<file path="src/rtl/array_seq_pkg.sv">
// Shared types for the systolic-array sequencer.
// State encoding, instruction codes and a small sizing helper.
package array_seq_pkg;

  typedef enum logic [3:0] {
    IDLE,
    W_LOAD,
    W_KERN,
    W_GAP,
    A_LOAD,
    A_EXEC,
    A_DRAIN,
    W_CLR,
    DONE
  } state_e;

  localparam logic [1:0] INST_IDLE  = 2'b00;
  localparam logic [1:0] INST_KLOAD = 2'b01;
  localparam logic [1:0] INST_EXEC  = 2'b10;

  function automatic int max2(int a, int b);
    return (a > b) ? a : b;
  endfunction

endpackage

</file>
<file path="src/rtl/array_seq_agen.sv">
// Address generator for the activation/weight SRAM and psum SRAM.
// Addresses are forced to zero when the matching port is idle.
module array_seq_agen
  import array_seq_pkg::*;
#(
  parameter int ROW      = 8,
  parameter int ACT_LEN  = 36,
  parameter int W_BASE   = 0,
  parameter int ACT_BASE = 72,
  parameter int AW_AW    = 7,
  parameter int PS_AW    = 9,
  parameter int KW       = 4,
  parameter int CW       = 6,
  parameter int WW       = 6
) (
  input  logic             aw_en,
  input  logic             aw_sel,
  input  logic             ps_en,
  input  logic [KW-1:0]    kij_idx,
  input  logic [CW-1:0]    cnt,
  input  logic [WW-1:0]    wb_cnt,
  output logic [AW_AW-1:0] aw_addr,
  output logic [PS_AW-1:0] ps_addr
);

  always_comb begin
    aw_addr = '0;
    ps_addr = '0;
    if (aw_en) begin
      if (aw_sel)
        aw_addr = AW_AW'(W_BASE + ROW * int'(kij_idx)
                         + int'(cnt));
      else
        aw_addr = AW_AW'(ACT_BASE + int'(cnt));
    end
    if (ps_en)
      ps_addr = PS_AW'(ACT_LEN * int'(kij_idx)
                       + int'(wb_cnt));
  end

endmodule

</file>
<file path="src/rtl/array_seq_ctrl.sv">
// Kernel-position sequencer for the systolic array.
// Optional l0_full stall counter under ARRAY_SEQ_STALL_CNT_EN.
module array_seq_ctrl
  import array_seq_pkg::*;
#(
  parameter int ROW      = 8,
  parameter int COL      = 8,
  parameter int KIJ_NUM  = 9,
  parameter int ACT_LEN  = 36,
  parameter int W_BASE   = 0,
  parameter int ACT_BASE = 72,
  parameter int AW_AW    = 7,
  parameter int PS_AW    = 9
) (
  input  logic                       clk,
  input  logic                       reset,
  input  logic                       seq_begin,
  input  logic                       seq_abort,
  output logic                       seq_done,
  output logic                       busy,
  output logic [AW_AW-1:0]           aw_addr,
  output logic                       aw_cen,
  output logic                       aw_sel,
  output logic                       l0_wr,
  output logic                       l0_rd,
  input  logic                       l0_full,
  output logic [1:0]                 inst_w,
  output logic                       weight_reset,
  input  logic                       ofifo_valid,
  output logic                       ofifo_rd,
  output logic [PS_AW-1:0]           ps_addr,
  output logic                       ps_cen,
  output logic                       ps_wen,
  output logic [$clog2(KIJ_NUM)-1:0] kij_idx
`ifdef ARRAY_SEQ_STALL_CNT_EN
  ,
  output logic [15:0]                stall_cnt
`endif
);

  localparam int CMAX = max2(max2(ROW + COL, ACT_LEN), ROW);
  localparam int CW   = $clog2(CMAX + 1);
  localparam int WW   = $clog2(ACT_LEN + 1);
  localparam int KW   = $clog2(KIJ_NUM);

  state_e        state_q, state_d;
  logic [CW-1:0] cnt_q, cnt_d;
  logic [WW-1:0] wb_q, wb_d;
  logic [KW-1:0] kij_q, kij_d;
  logic          pend_q, pend_d;
  logic [CW-1:0] lim;
  logic          loading;
  logic          issue;
  logic          wb_en;

  assign loading = (state_q == W_LOAD) || (state_q == A_LOAD);
  assign lim     = (state_q == A_LOAD) ? CW'(ACT_LEN) : CW'(ROW);
  assign issue   = loading && (cnt_q < lim) && !l0_full;
  assign wb_en   = (state_q != IDLE) && ofifo_valid
                   && (wb_q < WW'(ACT_LEN));

  always_comb begin
    state_d      = state_q;
    cnt_d        = cnt_q;
    wb_d         = wb_q;
    kij_d        = kij_q;
    pend_d       = issue;
    aw_sel       = 1'b0;
    l0_rd        = 1'b0;
    inst_w       = INST_IDLE;
    weight_reset = 1'b0;
    seq_done     = 1'b0;
    if (wb_en) wb_d = wb_q + 1'b1;
    unique case (state_q)
      IDLE: begin
        if (seq_begin) begin
          state_d = W_LOAD;
          cnt_d   = '0;
          kij_d   = '0;
          wb_d    = '0;
        end
      end
      W_LOAD, A_LOAD: begin
        aw_sel = (state_q == W_LOAD);
        if (issue) cnt_d = cnt_q + 1'b1;
        // last write lands the cycle after the last read
        if (cnt_q == lim && pend_q) begin
          state_d = (state_q == W_LOAD) ? W_KERN : A_EXEC;
          cnt_d   = '0;
        end
      end
      W_KERN: begin
        l0_rd  = 1'b1;
        inst_w = INST_KLOAD;
        cnt_d  = cnt_q + 1'b1;
        if (cnt_q == CW'(COL - 1)) begin
          state_d = W_GAP;
          cnt_d   = '0;
        end
      end
      W_GAP: begin
        cnt_d = cnt_q + 1'b1;
        if (cnt_q == CW'(ROW + COL - 1)) begin
          state_d = A_LOAD;
          cnt_d   = '0;
        end
      end
      A_EXEC: begin
        l0_rd  = 1'b1;
        inst_w = INST_EXEC;
        cnt_d  = cnt_q + 1'b1;
        if (cnt_q == CW'(ACT_LEN - 1)) begin
          state_d = A_DRAIN;
          cnt_d   = '0;
        end
      end
      A_DRAIN: begin
        if (wb_q == WW'(ACT_LEN)) begin
          state_d = W_CLR;
          wb_d    = '0;
        end
      end
      W_CLR: begin
        weight_reset = 1'b1;
        if (kij_q == KW'(KIJ_NUM - 1)) begin
          state_d = DONE;
        end else begin
          kij_d   = kij_q + 1'b1;
          state_d = W_LOAD;
        end
      end
      DONE: begin
        seq_done = !seq_abort;
        state_d  = IDLE;
      end
      default: state_d = IDLE;
    endcase
    if (seq_abort) begin
      state_d = IDLE;
      cnt_d   = '0;
      wb_d    = '0;
      kij_d   = '0;
      pend_d  = 1'b0;
    end
  end

  always_ff @(posedge clk) begin
    if (!reset) begin
      state_q <= IDLE;
      cnt_q   <= '0;
      wb_q    <= '0;
      kij_q   <= '0;
      pend_q  <= 1'b0;
    end else begin
      state_q <= state_d;
      cnt_q   <= cnt_d;
      wb_q    <= wb_d;
      kij_q   <= kij_d;
      pend_q  <= pend_d;
    end
  end

  assign busy     = (state_q != IDLE);
  assign aw_cen   = !issue;
  assign l0_wr    = pend_q;
  assign ofifo_rd = wb_en;
  assign ps_cen   = !wb_en;
  assign ps_wen   = !wb_en;
  assign kij_idx  = kij_q;

  array_seq_agen #(
    .ROW      (ROW),
    .ACT_LEN  (ACT_LEN),
    .W_BASE   (W_BASE),
    .ACT_BASE (ACT_BASE),
    .AW_AW    (AW_AW),
    .PS_AW    (PS_AW),
    .KW       (KW),
    .CW       (CW),
    .WW       (WW)
  ) u_agen (
    .aw_en   (issue),
    .aw_sel  (aw_sel),
    .ps_en   (wb_en),
    .kij_idx (kij_q),
    .cnt     (cnt_q),
    .wb_cnt  (wb_q),
    .aw_addr (aw_addr),
    .ps_addr (ps_addr)
  );

`ifdef ARRAY_SEQ_STALL_CNT_EN
  logic [15:0] stall_q, stall_d;

  always_comb begin
    stall_d = stall_q;
    if (state_q == IDLE && seq_begin && !seq_abort)
      stall_d = '0;
    else if (loading && cnt_q < lim && l0_full
             && stall_q != 16'hFFFF)
      stall_d = stall_q + 16'd1;
  end

  always_ff @(posedge clk) begin
    if (!reset) stall_q <= '0;
    else        stall_q <= stall_d;
  end

  assign stall_cnt = stall_q;
`endif

endmodule
</file>
<file path="config.mk">
export PLATFORM = sky130hd
export DESIGN_NAME = array_seq_ctrl
export DESIGN_NICKNAME = d
export VERILOG_FILES = /design/src/rtl/array_seq_pkg.sv /design/src/rtl/array_seq_agen.sv /design/src/rtl/array_seq_ctrl.sv
export SDC_FILE = /design/constraint.sdc
export NUM_CORES = 1
export LEC_CHECK = 0
export ABC_AREA = 1
export BUFFER_PORTS_ARGS = -buffer_cell sky130_fd_sc_hd__buf_2
export CORE_ASPECT_RATIO = 1.4
export CORE_UTILIZATION = 50
export CTS_CLUSTER_SIZE = 14
export DETAILED_ROUTE_END_ITERATION = 7
export PLACE_DENSITY_LB_ADDON = 0.25
export SYNTH_ARGS = -nofsm -noshare
export SYNTH_HDL_FRONTEND = slang
export SYNTH_SLANG_ARGS = --single-unit
</file>
<file path="constraint.sdc">
create_clock -name clk -period 2.1 [get_ports clk]
set_clock_uncertainty 0.05 [all_clocks]
set_input_delay 0.42 -clock clk [delete_from_list [all_inputs] [get_ports clk]]
set_output_delay 0.42 -clock clk [all_outputs]
set_load 0.02 [all_outputs]
</file>
==> results of run 1 <==
[worst min-delay path: cells and delay by family (launching register included)]
kind             cells  cell delay, ps
AO/OA/AOI/OAI        1              50
flip-flops           1             360
AND/OR/NAND/NOR      1              70
[stage by stage]
step | total power [µW] | setup slack (ps) | TNS (ps)
2_1_floorplan | 979 | -43.8 | -49.1
3_3_place_gp | 1210 | -20.2 | -23.4
3_5_place_dp | 1210 | -71.2 | -129
4_1_cts | 1560 | -280 | -2090
5_1_grt | 1880 | -521 | -5370
6_report | 1770 | -473 | -3450
[state kept, by name, indices dropped and copies added (netlist names)]
register	count
cnt_q	6
wb_q	6
state_q	4
kij_idx	4
l0_wr	1
[power groups by stage]
| stage | logic (µW) | clock network, µW | registers (µW) |
|---|---|---|---|
| floorplan | 500 | 0 | 479 |
| finish | 1010 | 294 | 468 |
| global placement | 733 | 0 | 472 |
| detailed placement | 739 | 0 | 473 |
| global route | 1100 | 311 | 471 |
| CTS | 803 | 287 | 466 |
[repair_timing]
action / in CTS / in global routing
pin swaps: 13 / 25
setup buffers: 8 / 5
gates resized for setup: 35 / 75
cloned: 1 / 1
setup endpoints to repair: 13 / 24
[path summary, 6_finish.rpt]
check | to | slack [ps] | depth (start not counted)
hold reg to reg | wb_q[4] | 460 | 2
hold / removal | wb_q[4] | 460 | 2
setup / recovery | aw_addr[6] | -470 | 10
setup reg to reg | state_q[2] | -30 | 13
[routing by layer]
layer	vias to the layer above	routed length, µm	track usage
met1	1071	2390	0.290
met4	0	452	0.126
met2	117	3830	0.551
li1	1099	-	-
met3	41	305	0.0352
met5	-	0	0
[cell usage in the layout, fill, tap and decap left out, types with 4 or more instances in the layout]
cell type and count:
nand3_1 13, buf_6 16, dfxtp_4 4, dfxtp_1 10
nand3_4 6, a21oi_1 11, inv_2 11, nand4_1 4
nand2_4 4, o21ai_0 5, inv_4 4, buf_2 21
dfxtp_2 7, nand2_2 8, ha_4 8, ha_1 12
nor2_2 11, o21ai_1 5, nor3_1 4, nor2_4 9
buf_4 42, inv_1 29, nor2_1 42, nand2_1 50
[layout make-up]
class                      count  area [µm²]
tap                           40        50.0
clock inverter                 1        7.51
inverter                      46         183
clock buffer                   3        41.3
multi-input combinational    221        1630
timing repair buffer          79         601
sequential                    21         444
fill                         178         483
[cell families after synthesis]
| kind of cell | synth area share |
|---|---|
| adders and majority gates | 0.158 |
| xor gates and xnor gates | 0.0239 |
| and+or+nand+nor | 0.385 |
| AOI/OAI and AO/OA | 0.101 |
| DFF | 0.229 |
| buffers and inverters | 0.103 |
==> results.toml, run 1 <==
[run_status]
status = "complete, but fails checks"
violations = "negative setup slack"

[synthesis]
ys_seq_area_frac = 0.229
ys_ff_latch = 21
synth_top_area_share = 0.229
synth.net_count = 317
ys.flop_type = "dfxtp_1"
synth_area_um2 = 1830
synth_area_per_cell_um2 = 6.35
ys_types = 28
synth_edf_count = 0
synth_top_area_cell = "dfxtp_1"
yosysMostFrequentCell = "nand2_1"
synthTopCellsByCount = "nand2_1 (58), nor2_1 (55), inv_1 (36), dfxtp_1 (21), ha_1 (20)"
netlist_instances = 289
ys_top_cells_by_area = "dfxtp_1 (23%), ha_1 (14%), nand2_1 (12%), nor2_1 (11%), inv_1 (7.4%)"
ys_warn_count = 0
async_flop_share = 0

[sta]
hold_violations = 0
setup_slack_ps = -473
fmax_mhz = 389
slew_headroom = 0.575
period_needed_ps = 2570
rsz0062_at_grt = "true"
holdWs_ps = 463
setup_violations = 17
slew_violations = 0
tightest_slew_ps = 635
period_share = 1.23

[placement]
placed_cell_area_um2 = 2360
io_buffer_count = 37
post-dp-hpwl_um = 3640
dp.cells = 392
place_congestion = 0.853

[routing]
drtPass1Iterations = 4
drt_iter0_drc = 124
drc = 0
avgRoutedWirePerCell_um = 17.0
ant_nets = 0
routed_via_density = 5.66
wl_um = 6990
num_vias = 2328

[critical_path]
crit_top_cell = "nor2_4"
cp.buffers_inverters = 2
cp_cell_sequence = "nor2_4, nand3_4, nor2_4, ha_1, a21oi_2, nand2_1, nor3_2, buf_4, nor3b_4, buf_6"
cp_max_fo = 5
slowest_delay_ps = 380
timing.rr.start = "state_q[2]"
start_kind = "flop"
cp_top_family = "simple AND/OR/NAND/NOR gates"
critPathArrivalTime_ps = 2100
crit_path_start = "state_q[3]"
crit_required_ps = 1630
critPathKind = "reg -> out"
cpMaxStageDelayCell = "dfxtp_4"
cp-end-kind = "primary output"

[power_and_ir_drop]
switching_share = 0.465
power.switching_uw = 822
p_comb_frac = 0.569
p_seq_frac = 0.265
intPower_uw = 947
p_clk_frac = 0.166
leakagePower_uw = 0.00131
peakVddDrop_uv = 827
p_per_area_nw_per_um2 = 598

[layout]
area_growth_pct = 61.3
fin_cells = 411
final_layout_size_suffix_gt1_frac = 0.474
design_area_um2 = 2960
antenna_cells = 0
post-route-util = 0.860
finalNetCount = 400

[die]
rows = 25
die_h_um = 73.7
die_w_um = 53.2
start_util = 0.533
core_um2 = 3440
io_pins = 38
dieArea_um2 = 3920

[global_routing]
overflow = 0
grt_pass1_vias = 1955
antenna_found_initial = 0
grt_pass1_wl_um = 8140
gr-usage-all-layers = 0.285
grt_max_degree = 14

[run]
drv_cap = 0

[clocking]
htreeDepth = 1
clkSinkCount = 21
cts_hold_buf = 0
cts_root_buffer = "clkbuf_8"
clk_pin_slew_ps = 80
numCtsBuffers = 3
clkLatencyLatePin_ps = 280
cts_tree = "yes"
max-clock-path-buffers = 2

[worst_hold_path]
hold_class = "reg -> reg"
hold_start = "wb_q[4]"
No activity file was read; power rests on OpenSTA's default activity.
==> inputs of run 2 (changes only) <==
ABC_AREA = 0   (was 1)
HOLD_SLACK_MARGIN = 0.12   (was unset)
SYNTH_HIERARCHICAL = 1   (was unset)
==> results.toml, run 2 <==
[layout]
largest_registers = "cnt_q x6, wb_q x6"
final_layout_size_suffix_gt1_frac = 0.552
fill_cells = 170
area_growth_pct = 71.8
antenna_cells = 0
final_cell_mix = "buf_4 (50), buf_6 (31), nor2_1 (20)"
finalNetCount = 354
final_common_cell = "buf_4"
post-route-util = 0.890

[critical_path]
reg2reg_setup_slack_ps = -600
cpMaxStageDelayCell = "or3_4"
cp-end-kind = "primary output"
crit_top_cell = "inv_4"
crit_required_ps = 1630
cp.buffers_inverters = 3
cp_max_fo = 4
cp_cell_sequence = "nand2b_4, or3_4, inv_4, ha_4, nor2b_4, o31a_1, nor3_2, nand3_2, inv_4, nand3b_1, mux2i_4, buf_6"
critPathArrivalTime_ps = 2530
cp_top_family = "simple AND/OR/NAND/NOR gates"
slowest_delay_ps = 350
start_kind = "flop"
critPathKind = "reg -> out"

[sta]
hold_violations = 0
setup_violations = 31
setup_slack_ps = -903
tightest_slew_ps = 477
slew_headroom = 0.679
period_needed_ps = 3000
holdWs_ps = 486
slew_violations = 0
period_share = 1.43
rsz0062_at_grt = "true"
fmax_mhz = 333

[global_routing]
grt_pass1_vias = 2164
grt_pass1_wl_um = 9710
grt_max_degree = 16
overflow = 0
gr-usage-all-layers = 0.337
antenna_found_initial = 0

[synthesis]
synth_mux_area_frac = 0.0318
synth_area_um2 = 1890
synth_compound_area_frac = 0.160
ys_warn_count = 6
ys_top_cells_by_area = "dfxtp_1 (22%), ha_1 (13%), and2_1 (4.3%), nor2_1 (4.0%), nand2_1 (3.6%)"
synth_edf_count = 0
yosysMostFrequentCell = "dfxtp_1"
synth_top_family_by_area = "simple AND/OR/NAND/NOR gates"
ys_ff_latch = 21
synth-adder-area-share = 0.147
synth-xor-area-share = 0.0511
synth_top_area_share = 0.223
ys_types = 52
synth_area_per_cell_um2 = 8.06
synth_top_area_cell = "dfxtp_1"
async_flop_share = 0
synthTopCellsByCount = "dfxtp_1 (21), nor2_1 (20), ha_1 (19), nand2_1 (18), inv_1 (15)"
ys_seq_area_frac = 0.223
ys.flop_type = "dfxtp_1"
synth.net_count = 261
synthSimpleGateAreaFrac = 0.323
netlist_instances = 234

[clocking]
cts_root_buffer = "clkbuf_8"
clk_pin_slew_ps = 80
htreeDepth = 1
cts_tree = "yes"
max-clock-path-buffers = 2
clkLatencyLatePin_ps = 270
clkSinkCount = 21
numCtsBuffers = 3
cts_hold_buf = 0

[run_status]
violations = "negative setup slack"
status = "complete, but fails checks"

[run]
drv_cap = 0

[power_and_ir_drop]
peakVddDrop_uv = 536
leakagePower_uw = 0.00139
p_per_area_nw_per_um2 = 322
power_uw = 1050

[die]
die_w_um = 53.9
rows = 26
start_util = 0.518
dieArea_um2 = 4030
core_um2 = 3640
io_pins = 38
die_h_um = 74.7

[routing]
drtPass1Iterations = 4
drc = 0
routed_via_density = 6.07
ant_nets = 0
num_vias = 2234
wl_um = 7120
avgRoutedWirePerCell_um = 19.4
drt_iter0_drc = 108

[placement]
place_congestion = 0.825
post-dp-hpwl_um = 3980
io_buffer_count = 37

[worst_hold_path]
hold_class = "in -> reg"
run 2: kinds of logic after synthesis:
kind of cell             count (synthesis)
AO/OA/AOI/OAI                           41
XOR/XNOR                                11
flip-flops                              21
adder cells (fa/ha/maj)                 21
buffers and inverters                   26
AND/OR/NAND/NOR                        108
multiplexers                             6
run 2: per-layer routing:
layer  global-route usage  wire length (µm)  share of wire
met3               0.0485               299          0.042
met4                0.187               355          0.050
met5                    0                 0              0
met1                0.302              2530           0.35
met2                0.675              3940           0.55
run 2: where the power goes:
part	total, µW	internal (µW)	leakage (µW)	switching [µW]
clock	280	136	0.0000228	144
combinational	358	168	0.00119	190
sequential	407	402	0.000173	5.37
total	1050	706	0.00139	339
run 2: per-stage QoR:
stage | TNS, ps | worst slack (ps) | area (µm²) | std cells
after detailed placement | -8250 | -641 | 2620 | 348
after floorplan | -8360 | -728 | 2150 | 234
final | -14710 | -903 | 3240 | 368
after CTS | -13130 | -827 | 3070 | 365
after global placement | -7550 | -581 | 2620 | 348
after global routing | -16680 | -980 | 3240 | 368
run 2: final timing paths:
path / cells past startpoint / from / to
hold reg to reg: 2 / state_q[3] / state_q[1]
setup reg to reg: 11 / state_q[0] / cnt_q[3]
setup / recovery: 12 / state_q[0] / aw_addr[6]
hold / removal: 3 / reset / kij_idx[1]
run 2: cell type report:
cell class	count	area, µm²	share of cell area
clock buffer	4	45.0	0.0139
sequential	21	434	0.134
timing repair buffer	98	850	0.262
tap	42	52.6	0.0162
multi-input combinational	188	1800	0.554
inverter	15	65.1	0.0201
run 2: repair_timing:
item / CTS / global route
endpoints found under the hold margin: 0 / 0
gates cloned: 2 / 0
setup endpoints to repair: 35 / 44
pin swaps: 28 / 20
resized for setup: 81 / 28
buffers inserted: 11 / 4
run 2: worst reg2reg max path: cells and delay by family, from the launching register on:
kind / cells / cell delay (ps)
AO/OA/AOI/OAI: 3 / 890
adder cells (fa/ha/maj): 1 / 260
buffers and inverters: 3 / 430
flip-flops: 1 / 320
AND/OR/NAND/NOR: 4 / 630
